===== config.mk =====
export PLATFORM = sky130hd
export DESIGN_NAME = pc_sequencer
export DESIGN_NICKNAME = d
export VERILOG_FILES = /design/src/rtl/cpu_ctrl_pkg.sv /design/src/rtl/mem_wait_cnt.sv /design/src/rtl/pc_sequencer.sv
export SDC_FILE = /design/constraint.sdc
export NUM_CORES = 1
export LEC_CHECK = 0
export CORE_AREA = 5 5 42 44
export DETAILED_ROUTE_END_ITERATION = 12
export DIE_AREA = 0 0 47 49
export MAX_ROUTING_LAYER = met4
export PLACE_DENSITY_LB_ADDON = 0.08
export SYNTH_ARGS = -nofsm -noshare
export SYNTH_HDL_FRONTEND = slang
export SYNTH_SLANG_ARGS = --single-unit

===== constraint.sdc =====
create_clock -name clk -period 3.9 [get_ports clk]
set_input_delay 0.975 -clock clk [delete_from_list [all_inputs] [get_ports clk]]
set_output_delay 0.975 -clock clk [all_outputs]
set_load 0.1 [all_outputs]

===== src/rtl/cpu_ctrl_pkg.sv =====
// Shared control definitions for the multicycle PC sequencer:
// PC mux select codes, decoder op classes and FSM state encodings.
package cpu_ctrl_pkg;

   // PC source mux select codes
   localparam logic [1:0] PCSRC_ALU    = 2'b00;
   localparam logic [1:0] PCSRC_ALUOUT = 2'b01;
   localparam logic [1:0] PCSRC_JUMP   = 2'b10;
   localparam logic [1:0] PCSRC_EPC    = 2'b11;

   // Decoder instruction classes; any other code is illegal
   localparam logic [2:0] OP_SEQ    = 3'b000;
   localparam logic [2:0] OP_BRANCH = 3'b001;
   localparam logic [2:0] OP_JUMP   = 3'b010;
   localparam logic [2:0] OP_ERET   = 3'b011;
   localparam logic [2:0] OP_BREAK  = 3'b100;

   // Binary state encodings; codes 10..15 are unused and recover to ST_RESET
   typedef enum logic [3:0] {
      ST_RESET    = 4'd0,
      ST_FETCH    = 4'd1,
      ST_DECODE   = 4'd2,
      ST_EXEC     = 4'd3,
      ST_BRANCH   = 4'd4,
      ST_JUMP     = 4'd5,
      ST_ERET     = 4'd6,
      ST_EXC_SAVE = 4'd7,
      ST_EXC_VEC  = 4'd8,
      ST_HALT     = 4'd9
   } state_t;

endpackage


===== src/rtl/mem_wait_cnt.sv =====
// Memory-latency wait counter. While run is high it counts 0..MEM_LAT-1 and
// flags done on the last cycle, then wraps to 0 so the next access starts clean.
// Whenever run is low the count is held at 0.
module mem_wait_cnt #(
   parameter int MEM_LAT = 2,
   localparam int CW = $clog2(MEM_LAT + 1)
) (
   input  logic clk,
   input  logic reset_n,
   input  logic run,
   output logic done
);

   localparam logic [CW-1:0] LAST = CW'(MEM_LAT - 1);

   logic [CW-1:0] cnt;

   assign done = run && (cnt == LAST);

   // Count cycles of an access in progress; clear on completion or when idle
   always_ff @(posedge clk or negedge reset_n) begin
      if (!reset_n) begin
         cnt <= '0;
      end else if (!run || done) begin
         cnt <= '0;
      end else begin
         cnt <= cnt + 1'b1;
      end
   end

endmodule


===== src/rtl/pc_sequencer.sv =====
// Multicycle PC-update controller. Walks fetch, decode, execute, branch, jump,
// exception entry and ERET, driving the PC source select and the PC/IR/EPC
// load enables plus the memory read strobe. Outputs are pure decodes of the
// registered state and wait count (plus branch_taken while branching).
module pc_sequencer
   import cpu_ctrl_pkg::*;
#(
   parameter int MEM_LAT = 2
) (
   input  logic       clk,
   input  logic       reset_n,
   input  logic [2:0] op_class,
   input  logic       branch_taken,
   input  logic       exec_done,
   input  logic       exc_req,
   output logic [1:0] PCSrc,
   output logic       PCWrite,
   output logic       IRWrite,
   output logic       MemRead,
   output logic       EPCWrite,
   output logic [3:0] state_o
);

   state_t state;
   state_t state_next;
   logic   mem_run;
   logic   mem_done;

   // Both the instruction fetch and the exception-vector load wait on memory
   assign mem_run = (state == ST_FETCH) || (state == ST_EXC_VEC);

   mem_wait_cnt #(
      .MEM_LAT (MEM_LAT)
   ) u_wait (
      .clk     (clk),
      .reset_n (reset_n),
      .run     (mem_run),
      .done    (mem_done)
   );

   assign state_o = state;

   // State register; reset drops straight into ST_RESET from anywhere
   always_ff @(posedge clk or negedge reset_n) begin
      if (!reset_n) begin
         state <= ST_RESET;
      end else begin
         state <= state_next;
      end
   end

   // Next-state and output decode; PC and EPC loads live in disjoint states
   always_comb begin
      state_next = state;
      PCSrc      = PCSRC_ALU;
      PCWrite    = 1'b0;
      IRWrite    = 1'b0;
      MemRead    = 1'b0;
      EPCWrite   = 1'b0;

      case (state)
         ST_RESET: begin
            state_next = ST_FETCH;
         end

         ST_FETCH: begin
            MemRead = 1'b1;
            if (mem_done) begin
               PCSrc      = PCSRC_ALU;
               PCWrite    = 1'b1;
               IRWrite    = 1'b1;
               state_next = ST_DECODE;
            end
         end

         ST_DECODE: begin
            case (op_class)
               OP_SEQ:    state_next = ST_EXEC;
               OP_BRANCH: state_next = ST_BRANCH;
               OP_JUMP:   state_next = ST_JUMP;
               OP_ERET:   state_next = ST_ERET;
               OP_BREAK:  state_next = ST_HALT;
               default:   state_next = ST_EXC_SAVE;
            endcase
         end

         ST_EXEC: begin
            if (exc_req) begin
               state_next = ST_EXC_SAVE;
            end else if (exec_done) begin
               state_next = ST_FETCH;
            end
         end

         ST_BRANCH: begin
            PCSrc      = PCSRC_ALUOUT;
            PCWrite    = branch_taken;
            state_next = ST_FETCH;
         end

         ST_JUMP: begin
            PCSrc      = PCSRC_JUMP;
            PCWrite    = 1'b1;
            state_next = ST_FETCH;
         end

         ST_ERET: begin
            PCSrc      = PCSRC_EPC;
            PCWrite    = 1'b1;
            state_next = ST_FETCH;
         end

         ST_EXC_SAVE: begin
            EPCWrite   = 1'b1;
            state_next = ST_EXC_VEC;
         end

         ST_EXC_VEC: begin
            MemRead = 1'b1;
            if (mem_done) begin
               PCSrc      = PCSRC_ALUOUT;
               PCWrite    = 1'b1;
               state_next = ST_FETCH;
            end
         end

         ST_HALT: begin
            state_next = ST_HALT;
         end

         default: begin
            state_next = ST_RESET;
         end
      endcase
   end

endmodule


==> key figures, run 1 <==
Run status
  • Status: complete, no violations

Global route
  • Pin count of the biggest net entering global routing: 17
  • First-pass GRT wire length: 2.10 mm
  • All-layer global routing usage: 12.9%
  • Initial antenna violation count: 0
  • Overflow after GRT: 0
  • Vias in the first global route: 486

Worst setup path
  • Worst flop-to-flop path endpoint: state_o[0]
  • Critical path arrival: 2.13 ns
  • CP max stage cell: clkdlybuf4s50_1
  • R2R cell count: 4
  • Largest fanout on the critical path: 1
  • R2R Path Start: state_o[0]
  • Crit-path max cell delay: 0.45 ns
  • Worst setup EP type: primary output
  • Critical Path Source Type: input pin
  • Critical-path cell list: clkdlybuf4s50_1 -> o21ai_0 -> nor2_1 -> a21oi_1 -> o22ai_1 -> buf_12
  • Crit Path Class: in -> out
  • Worst R2R Setup Slack: 2.18 ns
  • Req. time, crit path: 2.92 ns

CTS
  • CTS root buf: clkbuf_4
  • Clock latency on the worst-skew pair: 0.25 ns
  • Cts bufs inserted: 3
  • CTS resizes: 0
  • H-tree levels: 1
  • Clock transition at path regs: 0.04 ns
  • Clock Sinks: 6
  • Hold buffer count at cts: 0
  • Postcts setup bufs: 0
  • Max Buffers Root-to-Sink: 2
  • CTS tree: built

Synthesis
  • Share of the synthesized area in the top cell type: 31.1%
  • Synth area leader: dfrtp_1
  • Cell variety after synth: 31
  • Most common cell in the netlist: nor2_1
  • Synthesized flop and latch total: 6
  • Synthesized area: 483 µm²
  • Ys Warns: 0
  • Mean post-synth cell area: 7.92 µm²
  • Synth cell count leaders: nor2_1 (9), dfrtp_1 (6), o21ai_0 (5)
  • Top cells by area, synth: dfrtp_1 (31%), nor2_1 (7.0%), nand2b_1 (5.2%), o21ai_0 (5.2%), a21oi_1 (4.1%)
  • Ys flop type: dfrtp_1
  • Ys async rst share: 100%
  • Syn Nets: 70
  • Mapped Cells: 61
  • Post-synth EDFFs: 0
  • Sequential fraction of the synthesis area: 31.1%

Worst hold path
  • Classification of the worst-slack hold path: reg -> reg
  • Hold Crit Start: u_wait.cnt[0]
  • Worst Hold Path Cells: 1
  • Hold endpoint: u_wait.cnt[0]

Placement
  • PortBufs: 17
  • Final Wtd Congestion: 0.764
  • Hpwl dp: 910 µm

Layout
  • Final nets: 88
  • Register area: 150 µm²
  • Area delta synth->final: 37.0%
  • Layout cell share with drive strength beyond 1: 19.5%
  • Area of the multi-input gates: 302 µm²
  • Filler Cell Count: 158
  • # diodes: 0

Routing
  • 1st-pass router iterations: 4
  • WL/cell: 12.9 µm
  • Vias per inst: 5.14
  • # DRC: 0
  • Via count: 478
  • Post-route ant nets: 0
  • Final wirelength: 1.20 mm
  • Detailed Route Iter0 Violations: 7

Floorplanning
  • Die Y: 49 µm
  • Die Wd: 47 µm
  • Core area: 0.00140 mm²
  • Row count: 14
  • Die area: 0.00230 mm²
  • Initial Utilization: 34.5%
  • IO Pins: 18

Timing
  • Setup TNS: 0 ns
  • Slew HR: 35.7%
  • Slew @ Worst Pin: 0.962 ns
  • Fin. Hold Viols: 0
  • Fin crit share: 79.6%
  • Final Critical Period: 3.11 ns
  • Setup Viol. Count Final: 0
  • Fin. max-slew vios: 0
  • Skew final: 0.00313 ns
  • RSZ-0062 raised after global routing: no
  • Maximum operating frequency: 322 MHz

Job
  • MaxCap Viol Count: 0
kinds of logic (layout without fill, tap and decap cells):
family	count (synthesis)	in the layout	share of synthesized area (%)
AND/OR/NAND/NOR	26	26	27.2
AO/OA/AOI/OAI	20	20	29.0
buffers and inverters	6	22	6.48
flip-flops	6	6	31.1
XOR/XNOR	2	2	3.63
adder cells (fa/ha/maj)	1	1	2.59
registers in the layout, indices dropped and copies added, names as in the netlist:
register / flops
state_o: 4
u_wait.cnt: 2
worst max-delay path, delay by kind of cell:
kind | cells | cell delay, ns
AOI/OAI and AO/OA | 3 | 0.38
and+or+nand+nor | 1 | 0.11
buffers and inverters | 2 | 0.67
through the flow:
stage / hold slack, ns / utilization (%) / cells / setup WS (ns) / instance area [µm²]
after detailed placement: 0.430 / 45.6 / 90 / 0.794 / 639
after global routing: 0.454 / 47.2 / 93 / 0.704 / 662
after CTS: 0.436 / 47.2 / 93 / 0.777 / 662
final: 0.427 / 47.2 / 93 / 0.794 / 662
after floorplan: 0.409 / - / 61 / 0.0164 / 483
after global placement: 0.427 / 45.6 / 90 / 0.824 / 639
routing by layer:
layer / track usage (%) / part of all wire [%] / up-vias
met2: 18.6 / 49 / 13
met3: 5.54 / 7.2 / 0
li1: - / - / 255
met1: 15.9 / 44 / 210
met4: 4.15 / 0 / 0
met5: - / 0 / -
worst max-delay path by stage:
stage / start / end / slack [ns] / cells after the start
CTS: branch_taken / PCWrite / 0.78 / 6
global placement: branch_taken / PCWrite / 0.82 / 6
detailed placement: branch_taken / PCWrite / 0.79 / 6
global route: branch_taken / PCWrite / 0.70 / 6
floorplan: state_o[0] / PCWrite / 0.02 / 3
finish: branch_taken / PCWrite / 0.79 / 6
cell type report:
type / count / share of cell area [%]
clock buffers: 3 / 3.40
inverters: 2 / 1.13
multi-input cells: 49 / 45.6
flip-flops and latches: 6 / 22.7
well taps: 16 / 3.02
repair buffers: 17 / 24.2
layout by cell type (no fill, tap or decap), types with 2 or more instances in the layout:
master / Yosys / routed
nor2_1: 9 / 9
dfrtp_1: 6 / 6
nand2b_1: 4 / 4
o21ai_0: 5 / 5
clkdlybuf4s50_1: 0 / 8
inv_1: 2 / 2
a21oi_1: 4 / 4
nor3_1: 2 / 2
nand2_1: 4 / 4
buf_4: 0 / 8
a211oi_1: 2 / 2
clkbuf_4: 0 / 3
Power of run 1 is left out: the tool's default activity adds up to more than one toggle a clock period on the data nets, which glitch-free logic cannot reach.
==> run 2, diff against run 1 <==
Clock period 3.9 ns to 2.9 ns, I/O delays scaled along.
==> run 2 against run 1 <==
  * Via count up 6.1%
  * Register-to-register slack worse by 1.1 ns
  * Flip-flop and latch count unchanged
==> key figures, run 2 (same netlist as run 1, synthesis figures left out) <==
Worst setup path
  • R2R cell count: 4 (unchanged)
  • R2R Path Start: state_o[3]
  • Worst flop-to-flop path endpoint: state_o[0]
  • Worst path depth: 6 (unchanged)
  • Critical-path cell list: clkdlybuf4s50_1 -> o21ai_0 -> nor2_1 -> a21oi_1 -> o22ai_2 -> buf_12
  • Setup crit end: PCWrite
  • Buffers and inverters on the worst path: 2 (unchanged)
  • Critical Path Source Type: input pin
  • Req. time, crit path: 2.17 ns (-0.75 ns)
  • Critical path arrival: 1.76 ns (-0.37 ns)
  • CP max stage cell: clkdlybuf4s50_1
  • Crit Path Class: in -> out
  • Worst R2R Setup Slack: 1.09 ns (-1.09 ns)
  • Crit-path max cell delay: 0.45 ns (about the same)
  • Top delay family on crit path: buffers and inverters
  • Largest fanout on the critical path: 1 (unchanged)
  • CP startpoint: branch_taken
  • Worst setup EP type: primary output

CTS
  • CTS root buf: clkbuf_4
  • Hold buffer count at cts: 0 (unchanged)
  • Cts bufs inserted: 3 (unchanged)
  • Postcts setup bufs: 0 (unchanged)
  • Max Buffers Root-to-Sink: 2 (unchanged)
  • H-tree levels: 1 (unchanged)
  • CTS resizes: 0 (unchanged)
  • Clock Sinks: 6 (unchanged)
  • Clock transition at path regs: 0.04 ns (about the same)
  • CTS tree: built
  • Clock latency on the worst-skew pair: 0.24 ns (about the same)

Routing
  • Detailed-routed wire length on met2: 572 µm (-2.4%)
  • Final wirelength: 1.19 mm (-0.59%)
  • # DRC: 0 (unchanged)
  • 1st-pass router iterations: 2 (-2)
  • Highest metal used: met4
  • Post-route ant nets: 0 (unchanged)
  • WL/cell: 12.6 µm (-1.6%)
  • Via count: 507 (+6.1%)
  • Met3 wire length: 82 µm (-4.7%)
  • Detailed Route Iter0 Violations: 8 (+1)
  • Vias per inst: 5.39 (+4.9%)
  • M1 wire length: 525 µm (+0.19%)

Global route
  • First-pass GRT wire length: 2.04 mm (-2.6%)
  • Initial antenna violation count: 0 (unchanged)
  • Pin count of the biggest net entering global routing: 16 (-1)
  • Vias in the first global route: 505 (+3.9%)
  • All-layer global routing usage: 12.4% (-0.44 points)
  • Overflow after GRT: 0 (unchanged)

Timing
  • Final Critical Period: 2.49 ns
  • Slew @ Worst Pin: 0.494 ns (-0.468 ns)
  • Fin. max-slew vios: 0 (unchanged)
  • Fin crit share: 85.7%
  • Setup Viol. Count Final: 0 (unchanged)
  • Skew final: 0.00210 ns (-0.00103 ns)
  • Maximum operating frequency: 402 MHz
  • Slew HR: 66.9% (+31 points)
  • Final worst setup slack: 0.415 ns (-0.379 ns)
  • Hold Worst Slack: 0.432 ns (+0.00424 ns)
  • Fin. Hold Viols: 0 (unchanged)
  • RSZ-0062 raised after global routing: no

Floorplanning
  • IO Pins: 18 (unchanged)
  • Die area: 0.00230 mm² (unchanged)
  • Initial Utilization: 34.5% (unchanged)
  • Row count: 14 (unchanged)
  • Core area: 0.00140 mm² (unchanged)
  • Die Y: 49 µm (unchanged)
  • Die Wd: 47 µm (unchanged)

Layout
  • Most frequent cells in the layout: nor2_1 (7), clkdlybuf4s50_1 (7), buf_4 (7)
  • Area delta synth->final: 53.4%
  • Final Util: 52.9% (+5.6 points)
  • Final nets: 89 (+1.1%)
  • Largest register FFs: 4 (unchanged)
  • Layout cell share with drive strength beyond 1: 28.2% (+8.7 points)
  • Non-filler cells, final: 94 (+1.1%)
  • # diodes: 0 (unchanged)

Run status
  • Status: complete, no violations

Placement
  • Dpl ws: 0.407 ns (-0.387 ns)
  • Placed cells: 91 (+1.1%)
  • PortBufs: 17 (unchanged)
  • Hpwl dp: 914 µm (+0.40%)
  • Final Wtd Congestion: 0.743 (-2.7%)

Worst hold path
  • Classification of the worst-slack hold path: reg -> reg

Job
  • MaxCap Viol Count: 0 (unchanged)
[run 2: changes by cell type in the layout (fill, tap and decap cells not counted), sizes merged]
| cell | change |
|---|---|
| clkdlybuf4s50 | -1 |
| buf | +2 |
[run 2: per-layer routing]
layer	up-vias	track usage (%)
li1	260	-
met1	232	14.1
met2	13	19.2
met3	2	4.80
met4	0	4.61
met5	-	-
[run 2: final cells by class]
cell class | count | area (µm²)
repair buffers | 18 | 203
multi-input cells | 49 | 338
inverters | 2 | 7.51
clock buffers | 3 | 22.5
flip-flops and latches | 6 | 150
fillers | 149 | 661
well taps | 16 | 20.0
[run 2: per-stage QoR]
step           TNS, ns  area [µm²]
6_report             0         741
5_1_grt              0         741
4_1_cts              0         741
3_5_place_dp         0         718
3_3_place_gp         0         718
2_1_floorplan   -0.309         519
[run 2: how the worst min path moves through the flow]
stage / start / end / slack [ns] / cells after the start
3_3_place_gp: u_wait.cnt[0] / u_wait.cnt[0] / 0.42 / 1
6_report: u_wait.cnt[0] / u_wait.cnt[0] / 0.43 / 1
5_1_grt: u_wait.cnt[0] / u_wait.cnt[0] / 0.46 / 1
3_5_place_dp: u_wait.cnt[0] / u_wait.cnt[0] / 0.43 / 1
2_1_floorplan: u_wait.cnt[0] / u_wait.cnt[0] / 0.41 / 1
4_1_cts: u_wait.cnt[0] / u_wait.cnt[0] / 0.43 / 1
Power of run 2 is left out for the same reason.
==> run 3, diff against run 2 <==
Settings changed: CORE_AREA 5 5 42 44 to 4 4 41 43, DIE_AREA 0 0 47 49 to 0 0 45 47.
==> run 3 against run 2 <==
  * Clock-buffer cell count unchanged
  * Sequential share of layout area about the same
  * Largest cell class unchanged
  * Setup slack improved by 0.0015 ns
  * Cell area decreased by 0.17%
  * First-iteration DRC count decreased by 75%
  * Flip-flop and latch count unchanged
  * Clock skew increased by 0.0046 ns
  * Critical path depth unchanged
  * Routed wire length increased by 1.0%
  * Hold slack got worse by 0.0052 ns
  * Fmax about the same
==> key figures, run 3 (same netlist as run 1, synthesis figures left out) <==
Worst setup path
  • Worst setup EP type: primary output
  • Critical path arrival: 1.76 ns (about the same)
  • Worst R2R Setup Slack: 1.11 ns (+0.02 ns)
  • Crit Path Class: in -> out
  • Worst flop-to-flop path endpoint: state_o[0]
  • Req. time, crit path: 2.17 ns (about the same)
  • CP startpoint: branch_taken
  • Critical Path Source Type: input pin
  • R2R cell count: 4 (unchanged)
  • R2R Path Start: state_o[3]
  • Largest fanout on the critical path: 1 (unchanged)

Global route
  • Overflow after GRT: 0 (unchanged)
  • Initial antenna violation count: 0 (unchanged)
  • Pin count of the biggest net entering global routing: 16 (unchanged)
  • All-layer global routing usage: 14.1% (+1.7 points)
  • Vias in the first global route: 447 (-11%)
  • First-pass GRT wire length: 2.00 mm (-2.0%)

Floorplanning
  • Initial Utilization: 37.1% (+2.7 points)
  • Die area: 0.00212 mm² (-8.2%)
  • IO Pins: 18 (unchanged)
  • Die Y: 47 µm (-4.1%)
  • Core area: 0.00130 mm² (-7.1%)
  • Die Wd: 45 µm (-4.3%)
  • Row count: 13 (-1)

Layout
  • Area delta synth->final: 53.1%
  • Largest register FFs: 4 (unchanged)
  • Final nets: 89 (unchanged)
  • Non-filler cells, final: 93 (-1.1%)
  • Layout cell share with drive strength beyond 1: 28.2% (unchanged)
  • # diodes: 0 (unchanged)
  • Most frequent cells in the layout: nor2_1 (7), clkdlybuf4s50_1 (7), buf_4 (7)

Timing
  • Setup Viol. Count Final: 0 (unchanged)
  • Maximum operating frequency: 403 MHz (about the same)
  • Skew final: 0.00673 ns (+0.00463 ns)
  • Slew HR: 64.6% (-2.3 points)
  • Fin. max-slew vios: 0 (unchanged)
  • Slew @ Worst Pin: 0.527 ns (+0.0331 ns)
  • RSZ-0062 raised after global routing: no
  • Final Critical Period: 2.48 ns (-0.00148 ns)
  • Fin. Hold Viols: 0 (unchanged)
  • Fin crit share: 85.6% (about the same)

CTS
  • CTS root buf: clkbuf_4
  • CTS resizes: 0 (unchanged)
  • Clock transition at path regs: 0.05 ns (about the same)
  • Max Buffers Root-to-Sink: 2 (unchanged)
  • Clock latency on the worst-skew pair: 0.25 ns (about the same)
  • Clock Sinks: 6 (unchanged)
  • Cts bufs inserted: 3 (unchanged)
  • Postcts setup bufs: 0 (unchanged)
  • Hold buffer count at cts: 0 (unchanged)
  • CTS tree: built
  • H-tree levels: 1 (unchanged)

Worst hold path
  • Hold Crit Start: u_wait.cnt[0]
  • Worst Hold Path Cells: 1 (unchanged)
  • Classification of the worst-slack hold path: reg -> reg
  • Hold endpoint: u_wait.cnt[0]

Routing
  • Vias per inst: 5.54 (+2.7%)
  • # DRC: 0 (unchanged)
  • Via count: 515 (+1.6%)
  • Detailed Route Iter0 Violations: 2 (-6)
  • Post-route ant nets: 0 (unchanged)
  • WL/cell: 12.9 µm (+2.1%)
  • Final wirelength: 1.20 mm (+1.0%)
  • 1st-pass router iterations: 4 (+2)

Placement
  • PortBufs: 17 (unchanged)
  • Placed cells: 90 (-1.1%)
  • Hpwl dp: 934 µm (+2.2%)
  • Final Wtd Congestion: 0.747 (+0.58%)

Job
  • MaxCap Viol Count: 0 (unchanged)

Run status
  • Status: complete, no violations
[run 3: cell counts in the layout (fill, tap and decap cells not counted)]
Identical to the previous run, type by type.
[run 3: how the worst max path moves through the flow]
| stage | end | slack, ns | depth (start not counted) |
|---|---|---|---|
| after global routing | PCWrite | 0.35 | 6 |
| after floorplan | PCSrc[0] | -0.16 | 3 |
| after global placement | PCWrite | 0.42 | 6 |
| final | PCWrite | 0.42 | 6 |
| after CTS | PCWrite | 0.41 | 6 |
| after detailed placement | PCWrite | 0.41 | 6 |
[run 3: layer usage]
metal / part of all wire (%) / track usage, %
met1: 42 / 15.0
met3: 7.2 / 5.75
met4: 1.0 / 8.77
met5: 0 / -
met2: 49 / 21.8
[run 3: metrics by stage]
stage                     area [µm²]  setup WS [ns]  setup TNS (ns)  utilization [%]  hold WS, ns
final                            739          0.416               0             56.8        0.427
after global routing             739          0.346               0             56.8        0.449
after CTS                        739          0.412               0             56.8        0.435
after detailed placement         717          0.407               0             55.1        0.428
after global placement           717          0.425               0             55.1        0.428
after floorplan                  519         -0.163          -0.309                -        0.409
[run 3: final cells by class]
cell class	count	area (µm²)
well taps	15	18.8
flip-flops and latches	6	150
fillers	144	562
multi-input cells	49	338
repair buffers	18	203
clock buffers	3	22.5
inverters	2	7.51
[run 3: worst max-delay path: stages]
cell and delay, ns:
clkdlybuf4s50_1 0.45, o21ai_0 0.06, nor2_1 0.10, a21oi_1 0.05, o22ai_2 0.16, buf_12 0.20
Power of run 3 is left out for the same reason.
